[src/rtl/seq_divider_njp.sv]
// Sequential restoring divider: DW-bit dividend / VW-bit divisor, one quotient bit per clock.
// Results are registered on the edge entering FINISH, so they appear with the done pulse.
module seq_divider_njp #(
  parameter int DW = 8,
  parameter int VW = 4
) (
  input  logic          sys_clk,
  input  logic          sys_rst,
  input  logic          start,
  input  logic [DW-1:0] dividend,
  input  logic [VW-1:0] divisor,
  output logic          busy,
  output logic          done,
  output logic [DW-1:0] quotient,
  output logic [VW-1:0] remainder,
  output logic          div_by_zero
);

  localparam int CW = $clog2(DW + 1);

  typedef enum logic [1:0] {IDLE, ITER, FINISH} state_t;

  state_t        state_q, state_d;
  logic [DW-1:0] shq_q, shq_d;
  logic [VW:0]   rem_q, rem_d;
  logic [VW-1:0] dvs_q, dvs_d;
  logic [CW-1:0] cnt_q, cnt_d;
  logic [DW-1:0] quo_q, quo_d;
  logic [VW-1:0] remOut_q, remOut_d;
  logic          dbz_q, dbz_d;

  logic [VW:0]   rShift, rSub, rNext;
  logic [DW-1:0] qShift, qNext;
  logic          fits;

  // One restoring step: shift in the next dividend bit, subtract if the divisor fits.
  always_comb begin
    rShift = (rem_q << 1) | (VW+1)'(shq_q[DW-1]);
    qShift = shq_q << 1;
    fits   = (rShift >= {1'b0, dvs_q});
    rSub   = rShift - {1'b0, dvs_q};
    rNext  = fits ? rSub : rShift;
    qNext  = qShift | DW'(fits);
  end

  always_comb begin
    state_d  = state_q;
    shq_d    = shq_q;
    rem_d    = rem_q;
    dvs_d    = dvs_q;
    cnt_d    = cnt_q;
    quo_d    = quo_q;
    remOut_d = remOut_q;
    dbz_d    = dbz_q;
    case (state_q)
      IDLE: begin
        if (start) begin
          if (divisor == '0) begin
            quo_d    = '1;
            remOut_d = '0;
            dbz_d    = 1'b1;
            state_d  = FINISH;
          end else begin
            shq_d   = dividend;
            rem_d   = '0;
            dvs_d   = divisor;
            cnt_d   = CW'(DW);
            state_d = ITER;
          end
        end
      end
      ITER: begin
        shq_d = qNext;
        rem_d = rNext;
        cnt_d = cnt_q - 1'b1;
        // Final step: publish the result so it is valid during the done cycle.
        if (cnt_q == CW'(1)) begin
          quo_d    = qNext;
          remOut_d = rNext[VW-1:0];
          dbz_d    = 1'b0;
          state_d  = FINISH;
        end
      end
      FINISH: state_d = IDLE;
      default: state_d = IDLE;
    endcase
  end

  always_ff @(posedge sys_clk or posedge sys_rst) begin
    if (sys_rst) begin
      state_q  <= IDLE;
      shq_q    <= '0;
      rem_q    <= '0;
      dvs_q    <= '0;
      cnt_q    <= '0;
      quo_q    <= '0;
      remOut_q <= '0;
      dbz_q    <= 1'b0;
    end else begin
      state_q  <= state_d;
      shq_q    <= shq_d;
      rem_q    <= rem_d;
      dvs_q    <= dvs_d;
      cnt_q    <= cnt_d;
      quo_q    <= quo_d;
      remOut_q <= remOut_d;
      dbz_q    <= dbz_d;
    end
  end

  assign busy        = (state_q != IDLE);
  assign done        = (state_q == FINISH);
  assign quotient    = quo_q;
  assign remainder   = remOut_q;
  assign div_by_zero = dbz_q;

endmodule

[config.mk]
export PLATFORM = sky130hd
export DESIGN_NAME = seq_divider_njp
export DESIGN_NICKNAME = d
export VERILOG_FILES = /design/src/rtl/seq_divider_njp.sv
export SDC_FILE = /design/constraint.sdc
export NUM_CORES = 1
export LEC_CHECK = 0
export CAP_MARGIN = 20
export CORE_ASPECT_RATIO = 0.75
export CORE_MARGIN = 1
export CORE_UTILIZATION = 50
export CTS_CLUSTER_DIAMETER = 30
export CTS_CLUSTER_SIZE = 16
export DETAILED_ROUTE_END_ITERATION = 12
export GPL_ROUTABILITY_DRIVEN = 0
export HOLD_SLACK_MARGIN = 0.06
export PLACE_DENSITY = 0.77
export SETUP_SLACK_MARGIN = 0.15
export SYNTH_ARGS = -nofsm -noshare
export SYNTH_HDL_FRONTEND = slang
export SYNTH_SLANG_ARGS = --single-unit
[constraint.sdc]
create_clock -name sys_clk -period 3.79 [get_ports sys_clk]
set_input_delay 0.758 -clock sys_clk [delete_from_list [all_inputs] [get_ports sys_clk]]
set_output_delay 0.758 -clock sys_clk [all_outputs]
set_load 0.05 [all_outputs]
==> impl_metrics.py, run 1 <==
metrics = {
    "sta": {
        "hold_viol": 0,
        "final.setup_skew_ns": 0.002588,
        "final_tns_setup_ns": 0,
        "final.period_utilization_pct": 69.07,
        "final.min_clock_period_ns": 2.618,
        "worst_pin_slew_ns": 0.8325,
        "relSlewSlack_pct": 44.50,
        "grt_setup_unrepaired": "no",
        "finalMaxSlewViolations": 0,
        "finalSetupViolations": 0,
        "max_freq_mhz": 382.0,
    },
    "final_layout": {
        "register_area_um2": 875.8,
        "num_antenna_cells": 0,
        "n_fill_cell": 260,
        "area_delta_synth_final_pct": 23.54,
        "final_layout_size_suffix_gt1_share_pct": 11.33,
        "final_util_pct": 65.11,
        "finalNetCount": 224,
        "multi_input_area_um2": 779.5,
    },
    "run_status": {
        "outcome": "completed",
    },
    "setup_path": {
        "required_ns": 3.03,
        "reg2regPathDepth": 5,
        "worst_path_max_delay_cell": "clkdlybuf4s50_1",
        "timing.critical_path.arrival_ns": 1.86,
        "cell_chain_of_the_critical_path": "or2_2 -> clkdlybuf4s50_1",
        "endpoint_kind": "primary output",
        "cp_slowest_stage_delay_ns": 0.70,
        "timing_worst_setup_path_type": "flop to primary output",
        "largest_fanout_on_the_critical_path": 9,
        "crit_path_start_kind": "flop",
    },
    "grt": {
        "grt.busiest_layer": "met2",
        "first_global_vias": 1312,
        "first_pass_grt_wire_length_um": 6196,
        "grt_util_met1_pct": 30.76,
        "pin_count_of_the_biggest_net_entering_global_routing": 36,
        "overflow": 0,
        "initial_antenna_violation_count": 0,
        "grt_use_met3_pct": 7.048,
        "met2_usage_pct": 35.58,
        "grt_use_total_pct": 22.81,
    },
    "yosys": {
        "synthXorXnorAreaFrac_pct": 1.516,
        "postSynthRegisterBits": 35,
        "synth-main-ff-cell": "dfrtp_1",
        "yosysSeqAreaShare_pct": 50.54,
        "synthesis.area_um2": 1733,
        "postSynthNetCount": 193,
        "synth.distinct_cells": 38,
        "yosysWarnings": 0,
        "post_synth_mux_area_share_pct": 4.188,
        "post_synth_and_or_nand_nor_area_fraction_pct": 17.91,
        "synth-edff-count": 0,
        "mean_instance_size_in_the_synthesized_netlist_um2": 10.13,
        "synth_top_family_by_area": "simple AND/OR/NAND/NOR gates",
        "synth-adder-area-share_pct": 5.487,
        "netlist_instances": 171,
        "asyncSetResetFlopFracSynth_pct": 100.0,
        "synth-compound-area-share_pct": 15.88,
    },
    "routing": {
        "remaining_drcs": 0,
        "num_vias": 1330,
        "drt_iter0_markers": 95,
        "routedWlPerCell_um": 14.98,
        "wire_length_after_detailed_routing_um": 3639,
        "first_pass_iters": 4,
        "via_per_inst": 5.473,
        "postRouteAntennaNets": 0,
    },
    "placed_design": {
        "detailedPlacementHpwl_um": 2649,
        "io_buffers": 29,
    },
    "floorplan": {
        "placeableCoreArea_um2": 3288,
        "die_w_um": 69.98,
        "io-pin-count": 30,
        "fp.dieH_um": 52.99,
        "die_area_um2": 3708,
        "placementRows": 18,
        "initial_core_util_pct": 52.70,
    },
    "clock_tree": {
        "post_cts_resized": 0,
        "htreeDepth": 2,
        "tritoncts": "built",
        "clk-insertion-delay-late_ns": 0.29,
        "clkTransAtPathRegs_ns": 0.07,
        "post-cts-setup-buffers": 0,
        "cts_made_buffers": 5,
        "hold_buf_count_cts": 0,
        "cts-root-buf": "clkbuf_8",
        "tritoncts_num_sinks": 35,
        "cts_buffer_depth": 2,
    },
    "power": {
        "power-per-cell-area_nw_per_um2": 1032,
        "power_leakage_nw": 0.9215,
        "ir_drop_v": 0.0005009,
    },
    "run": {
        "max_cap_viol_count": 0,
    },
    "min_path": {
        "hold-path-cell-count": 2,
        "hold_class": "flop to flop",
    },
}
-- through the flow --
stage	cell area (um^2)	setup WS (ns)	hold slack, ns	instances	power [mW]
after floorplan	1733	1.777	0.4502	171	1.583
after global routing	2141	1.104	0.5204	243	2.371
after CTS	2141	1.168	0.4957	243	2.213
after global placement	2041	1.187	0.4694	235	1.853
final	2141	1.172	0.4949	243	2.210
after detailed placement	2041	1.112	0.4790	235	1.912
-- area by class of cell --
type / count / area share (%)
Sequential cell: 35 / 40.91
Multi-Input combinational cell: 120 / 36.41
Tap cell: 40 / 2.338
Inverter: 10 / 1.753
Timing Repair Buffer: 30 / 13.91
Clock buffer: 8 / 4.676
-- cell families after synthesis --
family / after synthesis
adders and majority gates: 7
muxes: 6
buffers and inverters: 16
AOI/OAI and AO/OA: 45
DFF: 35
xor gates and xnor gates: 3
and+or+nand+nor: 59
-- synth_stat cells (3+ instances only) --
cell / count / area [um^2]
dfrtp_1: 35 / 875.8
nand2_1: 22 / 82.58
nor2_1: 20 / 75.07
o21ai_0: 14 / 70.07
a21oi_1: 12 / 60.06
inv_1: 10 / 37.54
a31oi_1: 7 / 43.79
ha_1: 6 / 75.07
nor2b_1: 4 / 25.02
nand3_1: 3 / 15.01
-- routing by layer --
layer | up-vias | part of all wire, %
li1 | 643 | -
met1 | 658 | 50
met3 | 3 | 4.1
met4 | 0 | 0.80
met2 | 26 | 45
met5 | - | 0
-- worst max-delay path, delay by kind of cell (launching register included) --
kind / cells / cell delay (ns)
flops: 1 / 0.52
buf+inv: 1 / 0.70
simple gates: 1 / 0.35
-- final timing paths --
path / endpoint / start / slack (ns)
worst max-delay path: busy / state_q[0]$_DFFE_PP0P_ / 1.17
min in group asynchronous: quotient[0]$_DFFE_PP0P_ / sys_rst / 0.86
worst max register to register: cnt_q[3]$_DFFE_PP0P_ / state_q[1]$_DFFE_PP0P_ / 1.55
worst min register to register: shq_q[0]$_DFFE_PP0P_ / shq_q[0]$_DFFE_PP0P_ / 0.49
max in group asynchronous: cnt_q[3]$_DFFE_PP0P_ / sys_rst / 2.61
worst min-delay path: shq_q[0]$_DFFE_PP0P_ / shq_q[0]$_DFFE_PP0P_ / 0.49
-- flip-flops by register name (all words and copies together) (netlist names) --
register,flops
dvs_q,4
div_by_zero,1
shq_q,8
remainder,4
rem_q,4
quotient,8
cnt_q,4
state_q,2
-- placed cells by master, fill, tap and decap left out, drive strengths merged, types with 4 or more instances in the layout --
cell type | netlist | layout
dfrtp | 35 | 35
clkdlybuf4s50 | 0 | 29
nand2 | 22 | 22
nor2 | 22 | 22
o21ai | 18 | 18
a21oi | 12 | 12
inv | 10 | 10
clkbuf | 3 | 8
a31oi | 7 | 7
ha | 6 | 6
nor2b | 4 | 4
mux2 | 4 | 4
-- power breakdown --
group | switching [mW] | internal (mW) | total, mW
sequential | 0.140 | 0.558 | 0.698
clock | 0.131 | 0.166 | 0.297
combinational | 0.738 | 0.477 | 1.21
Power figures use the tool's default switching activity.
==> run 2, diff against run 1 <==
--- a/config.mk
+++ b/config.mk
@@ -8,13 +8,13 @@
 export CAP_MARGIN = 20
 export CORE_ASPECT_RATIO = 0.75
 export CORE_MARGIN = 1
-export CORE_UTILIZATION = 50
+export CORE_UTILIZATION = 47
 export CTS_CLUSTER_DIAMETER = 30
 export CTS_CLUSTER_SIZE = 16
 export DETAILED_ROUTE_END_ITERATION = 12
 export GPL_ROUTABILITY_DRIVEN = 0
 export HOLD_SLACK_MARGIN = 0.06
-export PLACE_DENSITY = 0.77
+export PLACE_DENSITY = 0.76
 export SETUP_SLACK_MARGIN = 0.15
 export SYNTH_ARGS = -nofsm -noshare
 export SYNTH_HDL_FRONTEND = slang
==> constraint.sdc (replaced) <==
create_clock -name sys_clk -period 2.1 [get_ports sys_clk]
set_input_delay 0.42 -clock sys_clk [delete_from_list [all_inputs] [get_ports sys_clk]]
set_output_delay 0.42 -clock sys_clk [all_outputs]
set_load 0.05 [all_outputs]
==> run 2 against run 1 <==
Against the previous run: clock power rose by 100%; register-to-register slack got worse by 1.3 ns; utilization fell by 0.13 points; cell count rose by 6.6%.
==> impl_metrics.py, run 2 (synthesized netlist as in run 1, its figures left out) <==
metrics = {
    "routing": {
        "routedWlPerCell_um": 14.58,
        "drt_iter0_markers": 150,
        "remaining_drcs": 0,
        "postRouteAntennaNets": 0,
        "via_per_inst": 5.324,
        "wire_length_after_detailed_routing_um": 3775,
        "num_vias": 1379,
        "first_pass_iters": 4,
    },
    "min_path": {
        "hold-path-cell-count": 1,
        "hold_class": "flop to flop",
        "hp-start": "rem_q[3]$_DFFE_PP0P_",
        "whs_endpoint": "rem_q[3]$_DFFE_PP0P_",
    },
    "clock_tree": {
        "clkTransAtPathRegs_ns": 0.07,
        "cts_buffer_depth": 2,
        "tritoncts_num_sinks": 35,
        "cts-root-buf": "clkbuf_8",
        "cts_made_buffers": 5,
        "htreeDepth": 2,
        "tritoncts": "built",
        "post-cts-setup-buffers": 0,
        "clk-insertion-delay-late_ns": 0.29,
    },
    "grt": {
        "first_global_vias": 1357,
        "pin_count_of_the_biggest_net_entering_global_routing": 36,
        "initial_antenna_violation_count": 0,
        "grt_use_total_pct": 21.68,
        "overflow": 0,
        "first_pass_grt_wire_length_um": 6216,
    },
    "setup_path": {
        "required_ns": 1.68,
        "reg2regPathDepth": 6,
        "critPathTopFamily": "buffers and inverters",
        "largest_fanout_on_the_critical_path": 2,
        "worst_path_max_delay_cell": "clkdlybuf4s50_1",
        "crit_path_start_kind": "flop",
        "timing.critical_path.arrival_ns": 1.48,
        "cp_slowest_stage_delay_ns": 0.83,
        "regToRegSetupSlack_ns": 0.26,
        "critPathBufInv": 1,
        "critical_path.reg2reg.startpoint": "rem_q[1]$_DFFE_PP0P_",
        "endpoint_kind": "primary output",
        "timing_worst_setup_path_type": "flop to primary output",
        "cell_chain_of_the_critical_path": "clkdlybuf4s50_1",
        "timing.rr.end": "remainder[0]$_DFFE_PP0P_",
    },
    "final_layout": {
        "postLayoutCellArea_um2": 2210,
        "final_layout_size_suffix_gt1_share_pct": 15.79,
        "area_delta_synth_final_pct": 27.51,
        "num_antenna_cells": 0,
        "layout_commonest_cell": "dfrtp_1",
        "final_cell_count_no_fill": 259,
        "finalNetCount": 230,
        "mostFrequentLayoutCells": "dfrtp_1 (35), clkdlybuf4s50_1 (27), nand2_1 (22)",
    },
    "placed_design": {
        "io_buffers": 29,
        "pre_cts_slack_ns": -0.02196,
        "dpl.cell_count": 251,
        "detailedPlacementHpwl_um": 2728,
        "placement.cell_area_um2": 2093,
    },
    "run": {
        "max_cap_viol_count": 0,
    },
    "floorplan": {
        "io-pin-count": 30,
        "initial_core_util_pct": 50.96,
        "fp.dieH_um": 54.59,
        "die_w_um": 72.12,
        "placeableCoreArea_um2": 3401,
        "die_area_um2": 3936,
        "placementRows": 18,
    },
    "sta": {
        "final.setup_skew_ns": 0.008183,
        "finalSetupViolations": 0,
        "max_freq_mhz": 527.0,
        "worst_slack_ns": 0.2024,
        "worst_pin_slew_ns": 0.5263,
        "hold_viol": 0,
        "finalMaxSlewViolations": 0,
        "final.min_clock_period_ns": 1.898,
        "final.period_utilization_pct": 90.36,
        "relSlewSlack_pct": 64.80,
        "grt_setup_unrepaired": "no",
        "final_tns_setup_ns": 0,
    },
    "power": {
        "finalPower_mw": 4.108,
        "power-per-cell-area_nw_per_um2": 1859,
        "ir_drop_v": 0.001072,
        "power_leakage_nw": 0.9618,
    },
    "run_status": {
        "outcome": "completed",
    },
}
-- run 2: cell types whose count changed in the layout (fill, tap and decap cells not counted) --
cell	change
a21oi_1	-1
a21oi_2	+1
buf_4	+8
bufinv_16	+1
clkbuf_1	-1
clkbuf_8	-2
clkdlybuf4s50_1	-2
clkinv_2	+1
clkinv_4	+1
o21ai_0	-1
o21ai_1	+1
-- run 2: what timing repair did --
action / in CTS / in global routing
hold buffers: 0 / 0
resized for setup: 0 / 2
endpoints found under the setup margin: 0 / 3
hold endpoints to repair: 0 / 0
-- run 2: worst max-delay path by stage --
stage | startpoint | to | slack, ns | depth (start not counted)
after floorplan | rem_q[1]$_DFFE_PP0P_ | remainder[0]$_DFFE_PP0P_ | 0.40 | 6
after global placement | divisor[0] | shq_q[1]$_DFFE_PP0P_ | 0.05 | 6
after detailed placement | divisor[0] | shq_q[6]$_DFFE_PP0P_ | -0.02 | 6
after CTS | quotient[2]$_DFFE_PP0P_ | quotient[2] | 0.20 | 1
after global routing | rem_q[1]$_DFFE_PP0P_ | remainder[0]$_DFFE_PP0P_ | 0.16 | 6
final | quotient[2]$_DFFE_PP0P_ | quotient[2] | 0.20 | 1
-- run 2: routing by layer --
layer / wire length (um) / share of wire (%) / up-vias / track usage (%)
met5: 0 / 0 / - / 0
met4: 53 / 1.4 / 0 / 9.804
met3: 166 / 4.4 / 7 / 4.788
met2: 1727 / 46 / 37 / 32.87
met1: 1828 / 48 / 683 / 30.15
li1: - / - / 652 / -
-- run 2: area by class of cell --
type | instances | area (um^2)
clock buffers | 5 | 68.82
clock inverters | 3 | 43.79
fillers | 273 | 1191
inverters | 10 | 37.54
multi-input cells | 120 | 783.3
flip-flops and latches | 35 | 875.8
well taps | 50 | 62.56
repair buffers | 36 | 337.8
-- run 2: power by group --
group | internal [mW] | switching, mW | total (mW)
Combinational | 0.902 | 1.35 | 2.25
Clock | 0.353 | 0.248 | 0.602
Sequential | 1.01 | 0.249 | 1.25
-- run 2: stage by stage --
stage,hold slack [ns],util [%]
after floorplan,0.4502,-
after global placement,0.4707,61.55
after detailed placement,0.4739,61.55
after CTS,0.4895,64.86
after global routing,0.5196,64.97
final,0.4901,64.97
==> run 3, diff against run 2 <==
--- a/config.mk
+++ b/config.mk
@@ -9,7 +9,7 @@
 export CORE_ASPECT_RATIO = 0.75
 export CORE_MARGIN = 1
 export CORE_UTILIZATION = 47
-export CTS_CLUSTER_DIAMETER = 30
+export CTS_CLUSTER_DIAMETER = 40
 export CTS_CLUSTER_SIZE = 16
 export DETAILED_ROUTE_END_ITERATION = 12
 export GPL_ROUTABILITY_DRIVEN = 0
==> results of run 3 <==
Final layout, timing and power as in run 2 (identical DEF).
